<file path="config.mk">
export PLATFORM = sky130hd
export DESIGN_NAME = serial_tx_arbiter_flat
export DESIGN_NICKNAME = d
export VERILOG_FILES = /design/src/rtl/serial_tx_arbiter_pkg.sv /design/src/rtl/serial_tx_arbiter_if.sv /design/src/rtl/serial_tx_arbiter_rr.sv /design/src/rtl/serial_tx_arbiter.sv /design/src/flat_wrapper.sv
export SDC_FILE = /design/constraint.sdc
export NUM_CORES = 1
export LEC_CHECK = 0
export ABC_AREA = 1
export CORE_MARGIN = 1
export CORE_UTILIZATION = 42
export CTS_CLUSTER_DIAMETER = 80
export CTS_CLUSTER_SIZE = 14
export DETAILED_ROUTE_END_ITERATION = 7
export GPL_ROUTABILITY_DRIVEN = 0
export PLACE_DENSITY = 0.78
export RECOVER_POWER = 50
export SYNTH_ARGS = -nofsm -noshare
export SYNTH_HDL_FRONTEND = slang
export SYNTH_SLANG_ARGS = --single-unit
</file>
<file path="constraint.sdc">
create_clock -name clock -period 1.5 [get_ports clock]
set_input_delay 0.15 -clock clock [delete_from_list [all_inputs] [get_ports clock]]
set_output_delay 0.15 -clock clock [all_outputs]
set_load 0.02 [all_outputs]
</file>
<file path="src/rtl/serial_tx_arbiter_pkg.sv">
// Shared definitions for the serial transmitter arbiter.
//   state_t      : FSM state codes, also shown on db_estado and decoded by the
//                  7-segment debug display
//   DATA_W_DEF   : default serial byte width
//   GRANT_W      : width of the granted-requester index
//   rr_after()   : requester index following g, wrapping at n
package serial_tx_arbiter_pkg;

   localparam int DATA_W_DEF = 8;
   localparam int GRANT_W    = 2;

   typedef enum logic [3:0] {
      ST_IDLE    = 4'b0000,
      ST_ARB     = 4'b0001,
      ST_START   = 4'b0010,
      ST_WAIT_TX = 4'b0011,
      ST_ACK     = 4'b0100,
      ST_GAP     = 4'b0101
   } state_t;

   function automatic logic [GRANT_W-1:0] rr_after(input logic [GRANT_W-1:0] g, input int n);
      return (int'(g) == n - 1) ? '0 : g + 1'b1;
   endfunction

endpackage

</file>
<file path="src/rtl/serial_tx_arbiter_if.sv">
// Bundle of requester and transmitter handshake signals around the arbiter.
//   req/req_data/req_last : byte-stream requesters (one bit / byte slice each)
//   ack                   : per-requester "byte sent, present next" pulse
//   partida_tx/tx_data    : start pulse and byte to the serial transmitter
//   pronto_serial         : transmitter finished pulse
//   busy/grant_id/erro/db_estado : status and debug
// Modports: master = arbiter side, slave = requesters + transmitter side.
interface serial_tx_arbiter_if
   import serial_tx_arbiter_pkg::*;
#(
   parameter int N_REQ  = 3,
   parameter int DATA_W = DATA_W_DEF
);
   logic [N_REQ-1:0]        req;
   logic [N_REQ*DATA_W-1:0] req_data;
   logic [N_REQ-1:0]        req_last;
   logic [N_REQ-1:0]        ack;
   logic                    partida_tx;
   logic [DATA_W-1:0]       tx_data;
   logic                    pronto_serial;
   logic                    busy;
   logic [GRANT_W-1:0]      grant_id;
   logic                    erro;
   logic [3:0]              db_estado;

   modport master (
      input  req, req_data, req_last, pronto_serial,
      output ack, partida_tx, tx_data, busy, grant_id, erro, db_estado
   );

   modport slave (
      output req, req_data, req_last, pronto_serial,
      input  ack, partida_tx, tx_data, busy, grant_id, erro, db_estado
   );
endinterface

</file>
<file path="src/rtl/serial_tx_arbiter_rr.sv">
// rr_arbiter_next: combinational round-robin select. Returns the first
// requester with req set, scanning upward from ptr_i and wrapping at N_REQ.
//   req_i     : request vector
//   ptr_i     : scan start (must be < N_REQ)
//   idx_o     : selected index (0 when nothing requests)
//   any_req_o : at least one request present
module rr_arbiter_next #(
   parameter int N_REQ = 3,
   parameter int IDX_W = 2
) (
   input  logic [N_REQ-1:0] req_i,
   input  logic [IDX_W-1:0] ptr_i,
   output logic [IDX_W-1:0] idx_o,
   output logic             any_req_o
);
   logic [2*N_REQ-1:0] req_dbl;
   logic [N_REQ-1:0]   req_rot;
   logic               found;

   // Rotating a doubled copy puts requester ptr_i at bit 0 of req_rot.
   assign req_dbl = {req_i, req_i};
   assign req_rot = N_REQ'(req_dbl >> ptr_i);

   always_comb begin
      idx_o = '0;
      found = 1'b0;
      for (int k = 0; k < N_REQ; k++) begin
         if (!found && req_rot[k]) begin
            found = 1'b1;
            idx_o = IDX_W'((int'(ptr_i) + k) % N_REQ);
         end
      end
   end

   assign any_req_o = |req_i;

endmodule

</file>
<file path="src/rtl/serial_tx_arbiter.sv">
// Shares one serial transmitter between N_REQ byte-stream requesters with
// frame-granular round-robin; a grant is held until the frame's last byte.
// Ports:
//   clock : system clock, rising edge
//   reset : asynchronous reset, active low
//   tx_if : serial_tx_arbiter_if.master (requesters, transmitter, status)
// Build option TX_TIMEOUT_EN: adds a WAIT_TX watchdog of TIMEOUT clocks that
// pulses erro and abandons the frame; otherwise erro is constant 0.
//
// state   | meaning
// IDLE    | no grant, waiting for any req
// ARB     | pick next requester from rr pointer
// START   | partida_tx pulse, latch byte and last flag
// WAIT_TX | byte in flight, wait for pronto_serial
// ACK     | ack pulse to granted requester
// GAP     | inter-byte idle clocks
module serial_tx_arbiter
   import serial_tx_arbiter_pkg::*;
#(
   parameter int N_REQ      = 3,
   parameter int DATA_W     = DATA_W_DEF,
   parameter int GAP_CYCLES = 0,
   parameter int TIMEOUT    = 1000000
) (
   input  logic                clock,
   input  logic                reset,
   serial_tx_arbiter_if.master tx_if
);
   localparam int GAP_W = (GAP_CYCLES > 1) ? $clog2(GAP_CYCLES) : 1;

   if (N_REQ < 2 || N_REQ > 4 || TIMEOUT < 1) begin : g_param_chk
      $error("serial_tx_arbiter: unsupported parameter set");
   end

   state_t             state_q, state_d;
   logic [GRANT_W-1:0] grant_q, grant_d, rr_q, rr_d, arb_idx;
   logic               last_q, last_d;
   logic [GAP_W-1:0]   gap_q, gap_d;
   logic [DATA_W-1:0]  tx_data_q, tx_data_d;
   logic               any_req, timeout_hit;
   logic [DATA_W-1:0]  sel_data;
   logic               sel_last, sel_req, cont_release;
   state_t             cont_state;
   logic [N_REQ-1:0]   ack_vec;

   rr_arbiter_next #(.N_REQ(N_REQ), .IDX_W(GRANT_W)) u_rr (
      .req_i     (tx_if.req),
      .ptr_i     (rr_q),
      .idx_o     (arb_idx),
      .any_req_o (any_req)
   );

`ifdef TX_TIMEOUT_EN
   localparam int WD_W = $clog2(TIMEOUT + 1);
   logic [WD_W-1:0] wd_q;

   always_ff @(posedge clock or negedge reset) begin
      if (!reset)                     wd_q <= '0;
      else if (state_q == ST_START)   wd_q <= '0;
      else if (state_q == ST_WAIT_TX) wd_q <= wd_q + 1'b1;
   end

   // Fires on the clock in which the counter reaches TIMEOUT; a pronto_serial
   // arriving in that same clock still wins.
   assign timeout_hit = (state_q == ST_WAIT_TX) && !tx_if.pronto_serial &&
                        (wd_q == WD_W'(TIMEOUT - 1));
`else
   assign timeout_hit = 1'b0;
`endif

   // Granted requester's inputs, muxed without a variable part-select.
   always_comb begin
      sel_data = '0;
      sel_last = 1'b0;
      sel_req  = 1'b0;
      ack_vec  = '0;
      for (int i = 0; i < N_REQ; i++) begin
         if (grant_q == GRANT_W'(i)) begin
            sel_data   = tx_if.req_data[i*DATA_W +: DATA_W];
            sel_last   = tx_if.req_last[i];
            sel_req    = tx_if.req[i];
            ack_vec[i] = (state_q == ST_ACK);
         end
      end
   end

   // After a byte: keep the grant while the frame continues, otherwise release
   // it (completed or abandoned frame) and arbitrate again.
   assign cont_release = last_q || !sel_req;
   assign cont_state   = !cont_release ? ST_START : (any_req ? ST_ARB : ST_IDLE);

   always_comb begin
      state_d   = state_q;
      grant_d   = grant_q;
      rr_d      = rr_q;
      last_d    = last_q;
      gap_d     = gap_q;
      tx_data_d = tx_data_q;
      case (state_q)
         ST_IDLE: begin
            if (any_req) state_d = ST_ARB;
         end
         ST_ARB: begin
            if (any_req) begin
               grant_d = arb_idx;
               state_d = ST_START;
            end else begin
               state_d = ST_IDLE;
            end
         end
         ST_START: begin
            tx_data_d = sel_data;
            last_d    = sel_last;
            state_d   = ST_WAIT_TX;
         end
         ST_WAIT_TX: begin
            if (tx_if.pronto_serial) begin
               state_d = ST_ACK;
            end else if (timeout_hit) begin
               rr_d    = rr_after(grant_q, N_REQ);
               state_d = ST_IDLE;
            end
         end
         ST_ACK: begin
            if (GAP_CYCLES > 0) begin
               gap_d   = '0;
               state_d = ST_GAP;
            end else begin
               state_d = cont_state;
               if (cont_release) rr_d = rr_after(grant_q, N_REQ);
            end
         end
         ST_GAP: begin
            if (gap_q == GAP_W'(GAP_CYCLES - 1)) begin
               state_d = cont_state;
               if (cont_release) rr_d = rr_after(grant_q, N_REQ);
            end else begin
               gap_d = gap_q + 1'b1;
            end
         end
         default: state_d = ST_IDLE;
      endcase
   end

   always_ff @(posedge clock or negedge reset) begin
      if (!reset) begin
         state_q   <= ST_IDLE;
         grant_q   <= '0;
         rr_q      <= '0;
         last_q    <= 1'b0;
         gap_q     <= '0;
         tx_data_q <= '0;
      end else begin
         state_q   <= state_d;
         grant_q   <= grant_d;
         rr_q      <= rr_d;
         last_q    <= last_d;
         gap_q     <= gap_d;
         tx_data_q <= tx_data_d;
      end
   end

   assign tx_if.ack        = ack_vec;
   assign tx_if.partida_tx = (state_q == ST_START);
   assign tx_if.tx_data    = tx_data_q;
   assign tx_if.busy       = (state_q != ST_IDLE);
   assign tx_if.grant_id   = grant_q;
   assign tx_if.erro       = timeout_hit;
   assign tx_if.db_estado  = state_q;

endmodule

</file>
<file path="src/flat_wrapper.sv">
// flat-port wrapper written by rule: the top's interface ports become plain ports
module serial_tx_arbiter_flat import serial_tx_arbiter_pkg::*;
#(
   parameter int N_REQ      = 3,
   parameter int DATA_W     = DATA_W_DEF,
   parameter int GAP_CYCLES = 0,
   parameter int TIMEOUT    = 1000000
)
  (clock, reset, tx_if_req, tx_if_req_data, tx_if_req_last, tx_if_pronto_serial, tx_if_ack, tx_if_partida_tx, tx_if_tx_data, tx_if_busy, tx_if_grant_id, tx_if_erro, tx_if_db_estado);
  serial_tx_arbiter_if #(.N_REQ(N_REQ), .DATA_W(DATA_W)) tx_if_i ();
  input  logic clock;
  input  logic reset;
  input wire logic [$bits(tx_if_i.req)-1:0] tx_if_req;
  input wire logic [$bits(tx_if_i.req_data)-1:0] tx_if_req_data;
  input wire logic [$bits(tx_if_i.req_last)-1:0] tx_if_req_last;
  input wire logic [$bits(tx_if_i.pronto_serial)-1:0] tx_if_pronto_serial;
  output wire logic [$bits(tx_if_i.ack)-1:0] tx_if_ack;
  output wire logic [$bits(tx_if_i.partida_tx)-1:0] tx_if_partida_tx;
  output wire logic [$bits(tx_if_i.tx_data)-1:0] tx_if_tx_data;
  output wire logic [$bits(tx_if_i.busy)-1:0] tx_if_busy;
  output wire logic [$bits(tx_if_i.grant_id)-1:0] tx_if_grant_id;
  output wire logic [$bits(tx_if_i.erro)-1:0] tx_if_erro;
  output wire logic [$bits(tx_if_i.db_estado)-1:0] tx_if_db_estado;
  assign tx_if_i.req = tx_if_req;
  assign tx_if_i.req_data = tx_if_req_data;
  assign tx_if_i.req_last = tx_if_req_last;
  assign tx_if_i.pronto_serial = tx_if_pronto_serial;
  assign tx_if_ack = tx_if_i.ack;
  assign tx_if_partida_tx = tx_if_i.partida_tx;
  assign tx_if_tx_data = tx_if_i.tx_data;
  assign tx_if_busy = tx_if_i.busy;
  assign tx_if_grant_id = tx_if_i.grant_id;
  assign tx_if_erro = tx_if_i.erro;
  assign tx_if_db_estado = tx_if_i.db_estado;
  serial_tx_arbiter #(.N_REQ(N_REQ), .DATA_W(DATA_W), .GAP_CYCLES(GAP_CYCLES), .TIMEOUT(TIMEOUT)) u_core (.clock(clock), .reset(reset), .tx_if(tx_if_i));
endmodule
</file>
==> impl.org <==
** Worst hold path
- Worst min-delay path endpoint :: u_core.gap_q$_DFFE_PN0N_
- Worst min-delay path category :: flip-flop to flip-flop
- The worst hold path begins at u_core.gap_q$_DFFE_PN0N_.
- Along the worst hold path, the cell count comes to 2.

** Route
- After detailed routing, the number of remaining DRC violations is 0.
- DR vias/cell :: 5.417
- After detailed routing, the average wire length per cell comes to 13.78 um.
- For this run, the detailed router's first-pass iteration total came to 4.
- Via Count :: 1441
- Antenna Violating Nets Remaining :: 0
- After the first detailed-routing iteration, the DRC count stood at 70.
- Total length of routed wires :: 3.665 mm

** Setup path
- Data arrival time of the critical path :: 1.29 ns
- Measured in cells, the most critical reg-to-reg path has a length of 6.
- Required arrival time at the worst endpoint :: 1.35 ns
- CP startpoint kind :: flip-flop
- Reg-to-reg setup timing slack :: 0.13 ns
- Endpoint kind of the worst setup timing path :: primary output
- Critical-path cell list :: nor3_2 > clkbuf_2
- In this run the critical register-to-register path is captured at u_core.tx_if.grant_id[1]$_DFFE_PN0P_.
- Setup CP Type :: flip-flop to primary output
- Critical path's slowest cell :: sky130_fd_sc_hd__dfrtp_1
- CP peak stage delay :: 0.43 ns
- Along the worst path, the maximum fanout reaches 3.
- Startpoint of the worst register-to-register path :: u_core.tx_if.db_estado[2]$_DFFE_PN0P_

** Place
- Half-perimeter wire length after detailed placement :: 2.772 mm
- # port buffers :: 50
- Timing analysis after detailed placement gives a worst setup slack of 0.008982 ns.

** Global route
- Global-route wire length before repair :: 6.016 mm
- Number of antenna violations at the first check in global routing :: 0
- Maximum number of pins on one net before global-route repair :: 20
- Global routing finished with a remaining overflow of 0.
- The via count of the first global-routing pass is 1394.
- Overall track demand over capacity in global routing :: 24.38%

** Synthesis
- For this run, the leading register cell type out of synthesis is sky130_fd_sc_hd__dfrtp_1.
- Synthesis inferred 17 register bits.
- Of the post-synthesis cell area, the dominant cell type holds 35.12%.
- Part of the Yosys area used for sequential elements :: 35.12%
- Avg Cell Area, Syn :: 7.083 um^2
- Most used standard cells in the synthesized netlist :: sky130_fd_sc_hd__nand3_1, sky130_fd_sc_hd__nand2_1, sky130_fd_sc_hd__dfrtp_1
- Post-synthesis cell type with the largest combined area :: sky130_fd_sc_hd__dfrtp_1
- The netlist uses 22 different library cells.
- During synthesis, Yosys emitted a total of 0 warnings.
- Cells after synthesis :: 171
- Among all cell types in the netlist, the one instantiated most often is sky130_fd_sc_hd__nand3_1.
- Count of flip-flops with a built-in enable after synthesis :: 0
- Synth async-reset ratio :: 100.0%
- Top area cells in the synthesized netlist :: sky130_fd_sc_hd__dfrtp_1, sky130_fd_sc_hd__nand3_1, sky130_fd_sc_hd__nand2_1
- Area of the mapped netlist :: 0.001211 mm^2

** STA
- Final count of hold timing violations :: 0
- The final max-slew violation count was 0.
- Setup violations remaining at the end of the flow were counted as 0.
- In the final timing run, aggregate negative setup slack is 0 ns.
- Worst clock skew :: 0.003620 ns
- Max transition margin :: 35.60%
- Ratio of final minimum period to clock period :: 95.87%
- The routed design could run at a clock period as short as 1.438 ns.
- Tightest Pin Transition :: 0.9659 ns
- Least setup slack across all paths after layout :: 0.06191 ns
- For this run, the top clock speed supported by timing is 0.6954 GHz.

** Power and ir drop
- Combinational group share of total power :: 69.8%
- Total power density per cell area :: 1963 mW/mm^2
- Psw :: 1.754 mW
- Leakage power figure :: 0.8824 nW
- Share of total power consumed by net switching :: 47.58%
- Register share of total power :: 23.4%
- Power Internal :: 1.932 mW
- Peak supply drop :: 1.627 mV
- In this run, the clock network consumes 6.8% of the power.

** Floorplan
- Top-Level Pins :: 53
- The initial utilization of the core area, before any placement, comes to 44.30%.
- Standard-cell rows :: 19
- Die outline height :: 55.70 um
- The core region is 0.002734 mm^2.
- In this run the horizontal extent of the chip is 55.70 um.
- The die covers 0.003102 mm^2.

** CTS
- CTS Root Cell :: sky130_fd_sc_hd__clkbuf_4
- Clock-pin slew of the registers on the worst-case setup and hold paths :: 0.10 ns
- The clock passes through at most 2 buffers.
- Post-CTS Hold Buffers :: 0
- TritonCTS built the clock tree.
- CTS H-tree lvls :: 1
- Clock sinks :: 17
- Buffers inserted during clock tree synthesis total 3.
- Worst-skew pair later-pin latency :: 0.29 ns

** Status
- Run status :: completed

** Layout
- Total of fill cells in the finished design :: 235
- The repair_antennas step left the layout with diodes totalling 0.
- In the final layout, the share of cells above drive strength 1 is 19.57%.
- From synthesis to final layout, the design area changed by 55.06%.
- In the final design database the tool counted 273 nets.

** Job
- Across the run, the number of max-cap violations was 0.
metal layers:
layer | part of all wire [%] | wire length (um) | up-vias | global-route usage, %
met5 | 0 | 0 | - | 0
met4 | 1.9 | 68 | 0 | 8.214
met3 | 5.5 | 203 | 8 | 3.953
met2 | 50 | 1828 | 58 | 43.72
met1 | 43 | 1564 | 674 | 29.48
li1 | - | - | 701 | -
registers in the layout, summed over array words and instances, names as in the netlist:
signal / cells
u_core.tx_if.grant_id: 2
u_core.tx_if.db_estado: 3
u_core.last_q: 1
u_core.tx_if.tx_data: 8
u_core.rr_q: 2
u_core.gap_q: 1
cell usage in the layout (no fill, tap or decap), drive strengths merged, types with 2 or more instances in the layout:
| cell type | Yosys | routed |
|---|---|---|
| buf | 8 | 20 |
| dfrtp | 17 | 17 |
| dlygate4sd2 | 0 | 5 |
| clkbuf | 0 | 6 |
| o21a | 9 | 9 |
| nor2 | 10 | 10 |
| clkdlybuf4s50 | 0 | 39 |
| a21oi | 3 | 3 |
| o21ai | 8 | 8 |
| inv | 21 | 21 |
| nand3 | 39 | 39 |
| conb | 1 | 2 |
| nor3 | 2 | 2 |
| ha | 4 | 4 |
| nand2 | 37 | 37 |
| nand4 | 9 | 9 |
cells by family after synthesis:
| family | synth area share [%] |
|---|---|
| buffers and inverters | 10.23 |
| other | 0.3096 |
| DFF | 35.12 |
| and+or+nand+nor | 39.26 |
| AOI/OAI and AO/OA | 10.95 |
| adders and majority gates | 4.132 |
worst max path at each step:
stage / end / startpoint / slack (ns) / depth (start not counted)
3_3_place_gp: tx_if_ack[2] / u_core.tx_if.db_estado[0]$_DFFE_PN0P_ / 0.04 / 4
4_1_cts: tx_if_ack[0] / u_core.tx_if.db_estado[0]$_DFFE_PN0P_ / 0.004 / 4
3_5_place_dp: tx_if_ack[0] / u_core.tx_if.db_estado[0]$_DFFE_PN0P_ / 0.009 / 4
6_report: tx_if_partida_tx / u_core.tx_if.db_estado[0]$_DFFE_PN0P_ / 0.06 / 2
5_1_grt: tx_if_partida_tx / u_core.tx_if.db_estado[0]$_DFFE_PN0P_ / -0.01 / 2
2_1_floorplan: u_core.tx_if.db_estado[0]$_DFFE_PN0P_ / u_core.tx_if.db_estado[0]$_DFFE_PN0P_ / 0.20 / 6
worst max-delay path, delay by kind of cell (launching register included):
family / cells / cell delay, ns
buffers and inverters: 1 / 0.24
AND/OR/NAND/NOR: 1 / 0.33
flip-flops: 1 / 0.43
power groups by stage:
stage	Combinational, mW	Clock, mW	Sequential, mW
2_1_floorplan	1.26	0	1.07
3_3_place_gp	2.42	0	0.856
3_5_place_dp	2.49	0	0.868
4_1_cts	2.44	0.261	0.856
5_1_grt	2.82	0.279	0.890
6_report	2.57	0.251	0.863
cell type report:
class | count | area (um^2) | area share, %
Timing Repair Buffer | 67 | 621.8 | 33.11
Inverter | 21 | 78.83 | 4.197
Sequential cell | 17 | 426.7 | 22.72
Multi-Input combinational cell | 126 | 685.7 | 36.51
Clock buffer | 4 | 26.28 | 1.399
Tap cell | 31 | 38.79 | 2.065
through the flow:
step / hold WS [ns] / total power, mW / utilization [%] / cell area, um^2 / cells
finish: 0.4783 / 3.686 / 68.70 / 1878 / 266
floorplan: -0.1456 / 2.336 / - / 1215 / 172
detailed placement: 0.4547 / 3.358 / 66.54 / 1819 / 259
global route: 0.4942 / 3.985 / 68.70 / 1878 / 266
global placement: 0.4515 / 3.276 / 66.54 / 1819 / 259
CTS: 0.1731 / 3.559 / 67.46 / 1844 / 263
timing repair:
item                                    in CTS  in global routing
pin swaps                                    0                  2
gates resized for setup                     19                 17
endpoints found under the setup margin      10                  9
setup buffers                                0                  3
(Power assumes the default switching activity.)
